==> config.mk <==
export PLATFORM = sky130hd
export DESIGN_NAME = mant_divider_seq_flat
export DESIGN_NICKNAME = d
export VERILOG_FILES = /design/src/rtl/mant_divider_seq_pkg.sv /design/src/rtl/mant_divider_seq_if.sv /design/src/rtl/mant_divider_seq_div_step.sv /design/src/rtl/mant_divider_seq.sv /design/src/flat_wrapper.sv
export SDC_FILE = /design/constraint.sdc
export NUM_CORES = 1
export LEC_CHECK = 0
export BUFFER_PORTS_ARGS = -buffer_cell sky130_fd_sc_hd__buf_2
export CORE_MARGIN = 2
export CORE_UTILIZATION = 28
export DETAILED_ROUTE_END_ITERATION = 10
export SYNTH_ARGS = -nofsm -noshare
export SYNTH_HDL_FRONTEND = slang
export SYNTH_SLANG_ARGS = --single-unit
==> constraint.sdc <==
create_clock -name clk -period 3.15 [get_ports clk]
set_input_delay 0.4725 -clock clk [delete_from_list [all_inputs] [get_ports clk]]
set_output_delay 0.4725 -clock clk [all_outputs]
set_load 0.03 [all_outputs]
==> src/rtl/mant_divider_seq_pkg.sv <==
// rtl/mant_divider_seq_pkg.sv - shared FPU mantissa constants and divider state encoding
package mant_divider_seq_pkg;

  localparam int MANT_WIDTH = 24;

  // One integer bit, the mantissa fraction bits and one guard bit.
  function automatic int qbits_of(input int width);
    return width + 2;
  endfunction

  localparam int MANT_QBITS = qbits_of(MANT_WIDTH);

  localparam logic [1:0] ST_IDLE = 2'd0;
  localparam logic [1:0] ST_RUN  = 2'd1;
  localparam logic [1:0] ST_DONE = 2'd2;

endpackage

==> src/rtl/mant_divider_seq_if.sv <==
// rtl/mant_divider_seq_if.sv - request/result bundle between FP divide path and mantissa divider
interface mant_divider_seq_if
  import mant_divider_seq_pkg::*;
#(
  parameter int WIDTH = MANT_WIDTH,
  parameter int QBITS = WIDTH + 2
) ();

  logic             start;
  logic [WIDTH-1:0] a;
  logic [WIDTH-1:0] b;
  logic [QBITS-1:0] q;
  logic             sticky;
  logic             busy;
  logic             ready;
  logic             dbz;
  logic             ovf;

  modport master (
    output start, a, b,
    input  q, sticky, busy, ready, dbz, ovf
  );

  modport slave (
    input  start, a, b,
    output q, sticky, busy, ready, dbz, ovf
  );

endinterface

==> src/rtl/mant_divider_seq_div_step.sv <==
// rtl/mant_divider_seq_div_step.sv - one restoring division iteration: compare, subtract, shift
module mant_divider_seq_div_step
  import mant_divider_seq_pkg::*;
#(
  parameter int WIDTH = MANT_WIDTH
) (
  input  logic [WIDTH:0]   i_rem,
  input  logic [WIDTH-1:0] i_d,
  output logic             o_bit,
  output logic [WIDTH:0]   o_sub_rem,
  output logic [WIDTH:0]   o_next_rem
);

  logic [WIDTH:0] w_d_ext;

  assign w_d_ext   = {1'b0, i_d};
  assign o_bit     = (i_rem >= w_d_ext);
  assign o_sub_rem = o_bit ? (i_rem - w_d_ext) : i_rem;
  // After the subtract rem < d < 2^WIDTH, so the dropped MSB is always zero.
  assign o_next_rem = {o_sub_rem[WIDTH-1:0], 1'b0};

endmodule

==> src/rtl/mant_divider_seq.sv <==
// rtl/mant_divider_seq.sv - sequential restoring mantissa divider, one quotient bit per clock
module mant_divider_seq
  import mant_divider_seq_pkg::*;
#(
  parameter int WIDTH = MANT_WIDTH,
  parameter int QBITS = WIDTH + 2
) (
  input  logic             clk,
  input  logic             reset,
  mant_divider_seq_if.slave div
);

  localparam int CW = $clog2(QBITS);

  logic [1:0]       r_state;
  logic [WIDTH:0]   r_rem;
  logic [WIDTH-1:0] r_d;
  logic [CW-1:0]    r_cnt;
  logic [QBITS-1:0] r_q;
  logic             r_sticky;
  logic             r_busy;
  logic             r_ready;
  logic             r_dbz;
  logic             r_ovf;

  logic             w_bit;
  logic [WIDTH:0]   w_sub_rem;
  logic [WIDTH:0]   w_next_rem;
  logic             w_b_zero;
  logic             w_a_ovf;

  assign w_b_zero = (div.b == '0);
  // A quotient needs at most one integer bit, so a >= 2b cannot be represented.
  assign w_a_ovf  = ({1'b0, div.a} >= {div.b, 1'b0});

  mant_divider_seq_div_step #(.WIDTH(WIDTH)) u_step (
    .i_rem      (r_rem),
    .i_d        (r_d),
    .o_bit      (w_bit),
    .o_sub_rem  (w_sub_rem),
    .o_next_rem (w_next_rem)
  );

  always_ff @(posedge clk or negedge reset) begin
    if (!reset) begin
      r_state  <= ST_IDLE;
      r_rem    <= '0;
      r_d      <= '0;
      r_cnt    <= '0;
      r_q      <= '0;
      r_sticky <= 1'b0;
      r_busy   <= 1'b0;
      r_ready  <= 1'b0;
      r_dbz    <= 1'b0;
      r_ovf    <= 1'b0;
    end else begin
      case (r_state)
        ST_IDLE, ST_DONE: begin
          if (div.start) begin
            r_ready  <= 1'b0;
            r_dbz    <= 1'b0;
            r_ovf    <= 1'b0;
            r_sticky <= 1'b0;
            r_q      <= '0;
            if (w_b_zero) begin
              r_state <= ST_DONE;
              r_ready <= 1'b1;
              r_dbz   <= 1'b1;
              r_q     <= '1;
            end else if (w_a_ovf) begin
              r_state <= ST_DONE;
              r_ready <= 1'b1;
              r_ovf   <= 1'b1;
              r_q     <= '1;
            end else begin
              r_rem   <= {1'b0, div.a};
              r_d     <= div.b;
              r_cnt   <= CW'(QBITS - 1);
              r_busy  <= 1'b1;
              r_state <= ST_RUN;
            end
          end
        end
        ST_RUN: begin
          r_q   <= {r_q[QBITS-2:0], w_bit};
          r_rem <= w_next_rem;
          if (r_cnt == '0) begin
            r_state  <= ST_DONE;
            r_busy   <= 1'b0;
            r_ready  <= 1'b1;
            r_sticky <= |w_sub_rem;
          end else begin
            r_cnt <= r_cnt - 1'b1;
          end
        end
        default: r_state <= ST_IDLE;
      endcase
    end
  end

  assign div.q      = r_q;
  assign div.sticky = r_sticky;
  assign div.busy   = r_busy;
  assign div.ready  = r_ready;
  assign div.dbz    = r_dbz;
  assign div.ovf    = r_ovf;

endmodule

==> src/flat_wrapper.sv <==
// flat-port wrapper written by rule: the top's interface ports become plain ports
module mant_divider_seq_flat import mant_divider_seq_pkg::*;
#(
  parameter int WIDTH = MANT_WIDTH,
  parameter int QBITS = WIDTH + 2
)
  (clk, reset, div_start, div_a, div_b, div_q, div_sticky, div_busy, div_ready, div_dbz, div_ovf);
  mant_divider_seq_if #(.WIDTH(WIDTH), .QBITS(QBITS)) div_i ();
  input  logic clk;
  input  logic reset;
  input wire logic [$bits(div_i.start)-1:0] div_start;
  input wire logic [$bits(div_i.a)-1:0] div_a;
  input wire logic [$bits(div_i.b)-1:0] div_b;
  output wire logic [$bits(div_i.q)-1:0] div_q;
  output wire logic [$bits(div_i.sticky)-1:0] div_sticky;
  output wire logic [$bits(div_i.busy)-1:0] div_busy;
  output wire logic [$bits(div_i.ready)-1:0] div_ready;
  output wire logic [$bits(div_i.dbz)-1:0] div_dbz;
  output wire logic [$bits(div_i.ovf)-1:0] div_ovf;
  assign div_i.start = div_start;
  assign div_i.a = div_a;
  assign div_i.b = div_b;
  assign div_q = div_i.q;
  assign div_sticky = div_i.sticky;
  assign div_busy = div_i.busy;
  assign div_ready = div_i.ready;
  assign div_dbz = div_i.dbz;
  assign div_ovf = div_i.ovf;
  mant_divider_seq #(.WIDTH(WIDTH), .QBITS(QBITS)) u_core (.clk(clk), .reset(reset), .div(div_i));
endmodule
==> impl_metrics.json, run 1 <==
{
  "synth_seq_cells": 87,
  "num_vias": 5668,
  "ant_nets": 0,
  "hpwl_mm": 14.9,
  "critical_path_class": "reg -> reg",
  "drv_slew": 0,
  "fin_cells": 1113,
  "setup_viol_count_final": 0,
  "drv_cap": 0,
  "grt_overflow": 0,
  "drt_iter0_drc": 430,
  "cts_tree": "done",
  "clk_pin_slew_ns": 0.07,
  "rows": 53,
  "finalHoldViolCount": 0,
  "clock-sinks": 87,
  "die_w_um": 150,
  "areaGrowthSynthToFinish_pct": 28.8,
  "cp-end-kind": "flop",
  "drive_above_1_share_pct": 26.4,
  "period_share_pct": 97.2,
  "crit_required_ns": 3.39,
  "place_congestion": 0.883,
  "ys.warnings.count": 0,
  "r2r_cells": 12,
  "antenna_found_initial": 0,
  "async_flop_share_pct": 100,
  "outcome": "finished, final reports clean",
  "io_buffers": 81,
  "grt_usage_pct": 17.6,
  "min_path_type": "in -> async",
  "ctsHoldBuffers": 0,
  "relSlewSlack_pct": 36.8,
  "syn_area_per_cell_um2": 8.59,
  "dr.pass1.iters": 5,
  "grt_pass1_vias": 5603,
  "insertion_delay_ns": 0.36,
  "viasPerCell": 5.09,
  "ys_types": 59,
  "drt-wirelength-per-cell_um": 17.4,
  "syn_nets": 799,
  "fmaxAchievable_mhz": 327,
  "cts_made_buffers": 9,
  "skew_ns": 0.00836,
  "synth_cells": 698,
  "diodes": 0,
  "drt_wl_total_mm": 19.4,
  "synth_edf_count": 0,
  "io_pins": 82,
  "cp_max_fo": 3,
  "synth_top_flop_cell": "dfrtp_1",
  "grt_max_degree": 88,
  "hold_slack_ns": 0.155,
  "nets": 934,
  "core_area_um2": 21000,
  "die_h_um": 150,
  "cts_root_buf": "clkbuf_16",
  "grt_pass1_wl_mm": 30.8,
  "clk_path_buf_depth": 2,
  "start_util_pct": 28.5,
  "htree_levels": 3,
  "drc": 0,
  "placedCellCount": 1086,
  "start_kind": "flop",
  "synth_area_um2": 6000,
  "ys_seq_area_share_pct": 36.3,
  "tightest_slew_ns": 0.924,
  "fp.dieArea_um2": 22600,
  "fin_crit_ns": 3.06,
  "cp.arrival_ns": 3.30
}
[final cells by class]
cell class                 count  area (um2)
fill                        2164       13300
clock inverter                 7        61.3
clock buffer                   9         225
tap                          275         344
sequential                    87        2180
multi-input combinational    515        3620
inverter                      60         225
timing repair buffer         160        1080
[final timing paths]
check / to / startpoint / slack, ns
max reg2reg: u_core.div.sticky / u_core.r_rem[0] / 0.09
min reg2reg: u_core.div.ovf / u_core.div.ovf / 0.48
max: u_core.div.sticky / u_core.r_rem[0] / 0.09
max in group asynchronous: u_core.r_d[10] / reset / 2.63
min: u_core.div.busy / reset / 0.15
min in group clk: u_core.r_d[17] / div_b[17] / 0.35
[layout by cell type (no fill, tap or decap), types with 9 or more instances in the layout]
master,instances
a221o_1,15
ha_1,45
nand4_1,12
buf_2,80
nand2_1,98
mux2i_1,15
o31ai_1,29
nand3_1,10
a21oi_1,24
o221a_2,9
inv_1,59
xor2_1,11
nor4_1,11
xnor2_1,13
clkbuf_16,9
buf_4,74
o21ai_0,41
dfrtp_1,87
nor2_1,57
[through the flow]
step | worst slack [ns] | utilization [%] | TNS (ns) | instance area, um2
floorplan | 0.385 | - | 0 | 6000
global placement | -0.315 | 34.2 | -8.84 | 7190
detailed placement | -0.387 | 34.2 | -12.42 | 7190
CTS | 0.00472 | 35.9 | 0 | 7540
global route | -0.0140 | 36.8 | -0.0140 | 7730
finish | 0.0891 | 36.8 | 0 | 7730
[critical path, cell delays in order, from the launching register on]
cell and delay (ns):
dfrtp_1 0.39, inv_2 0.08, ha_2 0.17, inv_1 0.06, fa_2 0.46, a31oi_4 0.25, o21ai_4 0.11, xnor2_2 0.22
nand4_1 0.19, nor4b_4 0.36, nor4b_4 0.28, a41oi_2 0.14, o31a_1 0.26
[kinds of logic (layout without fill, tap and decap cells)]
group           count (synthesis)  in the layout  share of synthesized area (%)
simple gates                  239            240                           18.5
compound gates                184            184                           21.8
buf+inv                        97            236                           6.43
flops                          87             87                           36.3
fa+ha+maj                      50             50                           10.6
xor+xnor                       25             25                           3.65
mux                            16             16                           2.69
[registers in the layout (all words and copies together), names as in the netlist]
name	flops
u_core.div.ready	1
u_core.r_state	2
u_core.r_d	24
u_core.r_rem	25
u_core.div.busy	1
u_core.div.q	26
u_core.r_cnt	5
u_core.div.sticky	1
u_core.div.dbz	1
u_core.div.ovf	1
[per-layer routing]
metal  vias to the layer above  part of all wire, %  GRT usage, %  wire, um
met4                         0                  1.6          4.58       302
met5                         -                    0             0         0
met1                      2730                   48          25.7      9390
li1                       2771                    -             -         -
met2                       146                   45          26.9      8630
met3                        21                  5.4          3.12      1060
[synth_stat cells, types with 8 or more instances]
cell type	instances	area (um2)
a221o_1	15	150
o221a_2	9	101
buf_2	11	55.1
mux2i_1	15	150
nand3_1	11	55.1
xnor2_1	14	123
ha_1	49	613
nor2_1	58	218
nand2_1	98	368
xor2_1	11	96.3
nand4_1	12	75.1
clkbuf_1	22	82.6
dfrtp_1	87	2180
o21ai_0	42	210
inv_1	60	225
a21oi_1	27	135
nor4_1	12	75.1
nor3_1	8	40.0
o31ai_1	29	218
nor2b_1	10	62.6
[timing repair]
item / 4_1_cts / 5_1_grt
endpoints found under the setup margin: 2 / 41
pin swaps: 2 / 12
setup buffers: 1 / 9
gates resized for setup: 10 / 18
gates cloned: 0 / 1
endpoints found under the hold margin: 0 / 0
Power of run 1 is left out: the tool's default activity adds up to more than one toggle a clock period on the data nets, which glitch-free logic cannot reach.
==> run 2, diff against run 1 <==
- RECOVER_POWER: unset -> 50
- SYNTH_HIERARCHICAL: unset -> 1
==> run 2 against run 1 <==
The run now ends with max-capacitance violations, max-slew violations, negative setup slack left. Sequential cell count unchanged. Synthesized area up 10%. Die area up 9.8%. Critical endpoint is now u_core/div.sticky. Maximum frequency down 3.2%. Count of clock-buffer cells in the layout up 3.
==> impl_metrics.json, run 2 <==
{
  "clk_pin_slew_ns": 0.06,
  "clock-sinks": 87,
  "grt_usage_pct": 17.8,
  "viasPerCell": 5.23,
  "tightest_slew_ns": 2.18,
  "grt_pass1_vias": 6488,
  "synth_cells": 784,
  "hpwl_mm": 16.3,
  "cp_max_fo": 14,
  "grt_max_degree": 48,
  "relSlewSlack_pct": -45.3,
  "drv_cap": 1,
  "start_util_pct": 28.3,
  "rsz0062_at_grt": "yes",
  "skew_ns": 0.00678,
  "cts_tree": "done",
  "seqCellArea_um2": 2180,
  "cts_root_buf": "clkbuf_16",
  "synth.largest_area_cell": "dfrtp_1",
  "insertion_delay_ns": 0.34,
  "violations": "max-capacitance violations, max-slew violations, negative setup slack",
  "syn_nets": 885,
  "ctsHoldBuffers": 0,
  "io_pins": 82,
  "gr-usage-met1_pct": 22.4,
  "largest_reg_flops": 26,
  "ys.warnings.count": 6,
  "setup_viol_count_final": 1,
  "layout.cells.most_common": "buf_4",
  "ant_nets": 0,
  "core_area_um2": 23300,
  "layout_common_cells": "buf_4, dfrtp_1, nand2_1",
  "drive_above_1_share_pct": 32.0,
  "cts_made_buffers": 9,
  "rows": 56,
  "drc": 0,
  "min_path_type": "in -> reg",
  "drv_slew": 42,
  "syn_area_per_cell_um2": 8.42,
  "nets": 1038,
  "fp.dieArea_um2": 24800,
  "ys_types": 63,
  "synth.area.top_cells": "dfrtp_1, ha_1, o21ai_0, mux2_2, nand2_1",
  "fmaxAchievable_mhz": 316,
  "fin_ws_ns": -0.0128,
  "async_flop_share_pct": 100,
  "grt_overflow": 0,
  "synth_top_area_share_pct": 33.0,
  "fin_crit_ns": 3.16,
  "grt_pass1_wl_mm": 34.4,
  "drt_wl_total_mm": 22.3,
  "synth_top_flop_cell": "dfrtp_1",
  "final_util_pct": 37.3,
  "areaGrowthSynthToFinish_pct": 31.8,
  "drt-wirelength-per-cell_um": 17.7,
  "diodes": 0,
  "tns_ns": -0.0128,
  "drt_iter0_drc": 422,
  "io_buffers": 81,
  "use_met3_pct": 1.98,
  "antenna_found_initial": 0,
  "synth_seq_cells": 87,
  "finalHoldViolCount": 0,
  "clk_path_buf_depth": 2,
  "top_usage_layer": "met2",
  "die_w_um": 158,
  "synth_area_um2": 6600,
  "synth_top_cells_by_count": "o21ai_0, dfrtp_1, nand2_1, inv_1",
  "cp.arrival_ns": 3.38,
  "crit_required_ns": 3.37,
  "placed_cell_area_um2": 7880,
  "fillCellCount": 2358,
  "yosysMostFrequentCell": "o21ai_0",
  "dr.pass1.iters": 5,
  "final_area_um2": 8700,
  "htree_levels": 3,
  "die_h_um": 158,
  "synth_edf_count": 0,
  "critical_path_class": "reg -> reg",
  "place_congestion": 0.888,
  "outcome": "finished, violations left",
  "num_vias": 6589,
  "period_share_pct": 100,
  "ys_seq_area_share_pct": 33.0,
  "multi_input_area_um2": 4160,
  "start_kind": "flop",
  "use_met2_pct": 30.1,
  "cp-end-kind": "flop"
}
==> run 2: cell count changes in the layout (fill, tap and decap cells not counted), moves of 18 or more <==
cell      before  now
nand2_1       98   78
clkbuf_1       0   18
o21ai_0       41   77
buf_4         74  124
a31oi_1        1   30
mux2_2         1   26
==> run 2: repair_timing <==
item,CTS,global route
buffers inserted,14,8
resized for setup,38,41
cloned,1,1
pin swaps,15,20
endpoints found under the hold margin,0,0
setup endpoints to repair,2,27
==> run 2: final cells by class <==
class                   instances  share of cell area, %
multi-input cells             564                   47.8
flip-flops and latches         87                   25.0
repair buffers                213                   16.8
well taps                     319                   4.59
clock buffers                  12                   2.83
inverters                      62                   2.67
clock inverters                 3                  0.216
==> run 2: cell families (layout without fill, tap and decap cells) <==
| kind of cell | Yosys count | count (layout) | share of synthesized area [%] |
|---|---|---|---|
| and+or+nand+nor | 226 | 227 | 17.2 |
| buffers and inverters | 134 | 290 | 9.91 |
| AOI/OAI and AO/OA | 240 | 240 | 23.1 |
| DFF | 87 | 87 | 33.0 |
| adders and majority gates | 50 | 50 | 9.59 |
| xor gates and xnor gates | 16 | 16 | 2.12 |
| muxes | 30 | 30 | 5.12 |
| other | 1 | 1 | 0.0568 |
==> run 2: final timing paths <==
kind | startpoint | to | slack (ns) | cells after the start
setup / recovery | u_core/r_d[1] | u_core/div.sticky | -0.01 | 15
hold / removal | div_b[20] | u_core/r_d[20] | 0.41 | 2
setup reg to reg | u_core/r_d[1] | u_core/div.sticky | -0.01 | 15
hold reg to reg | u_core/div.busy | u_core/div.busy | 0.49 | 1
max in group asynchronous | reset | u_core/r_rem[10] | 0.55 | 2
min in group asynchronous | reset | u_core/div.q[18] | 0.77 | 1
==> run 2: worst max-delay path: stages, from the launching register on <==
cell	delay, ns
dfrtp_1	0.40
inv_1	0.07
ha_1	0.31
nand2b_1	0.13
a21oi_4	0.28
o2111ai_2	0.17
a21oi_2	0.30
o21bai_4	0.12
buf_12	0.15
buf_4	0.18
nand2_1	0.07
o21ai_1	0.11
nor4_4	0.31
nand4_1	0.20
nor2_2	0.17
o21ai_1	0.07
==> run 2: stage by stage <==
| step | worst slack, ns | hold WS [ns] | cells |
|---|---|---|---|
| 2_1_floorplan | 0.247 | 0.177 | 784 |
| 3_3_place_gp | -0.365 | 0.457 | 1221 |
| 3_5_place_dp | -0.340 | 0.466 | 1221 |
| 4_1_cts | 0.00995 | 0.138 | 1251 |
| 5_1_grt | -0.117 | 0.428 | 1260 |
| 6_report | -0.0128 | 0.410 | 1260 |
==> run 2: per-layer routing <==
| metal | up-vias | wire (um) |
|---|---|---|
| met5 | - | 0 |
| met4 | 0 | 912 |
| met3 | 53 | 1050 |
| met2 | 209 | 10800 |
| met1 | 3214 | 9610 |
| li1 | 3113 | - |
Power of run 2 is left out for the same reason.
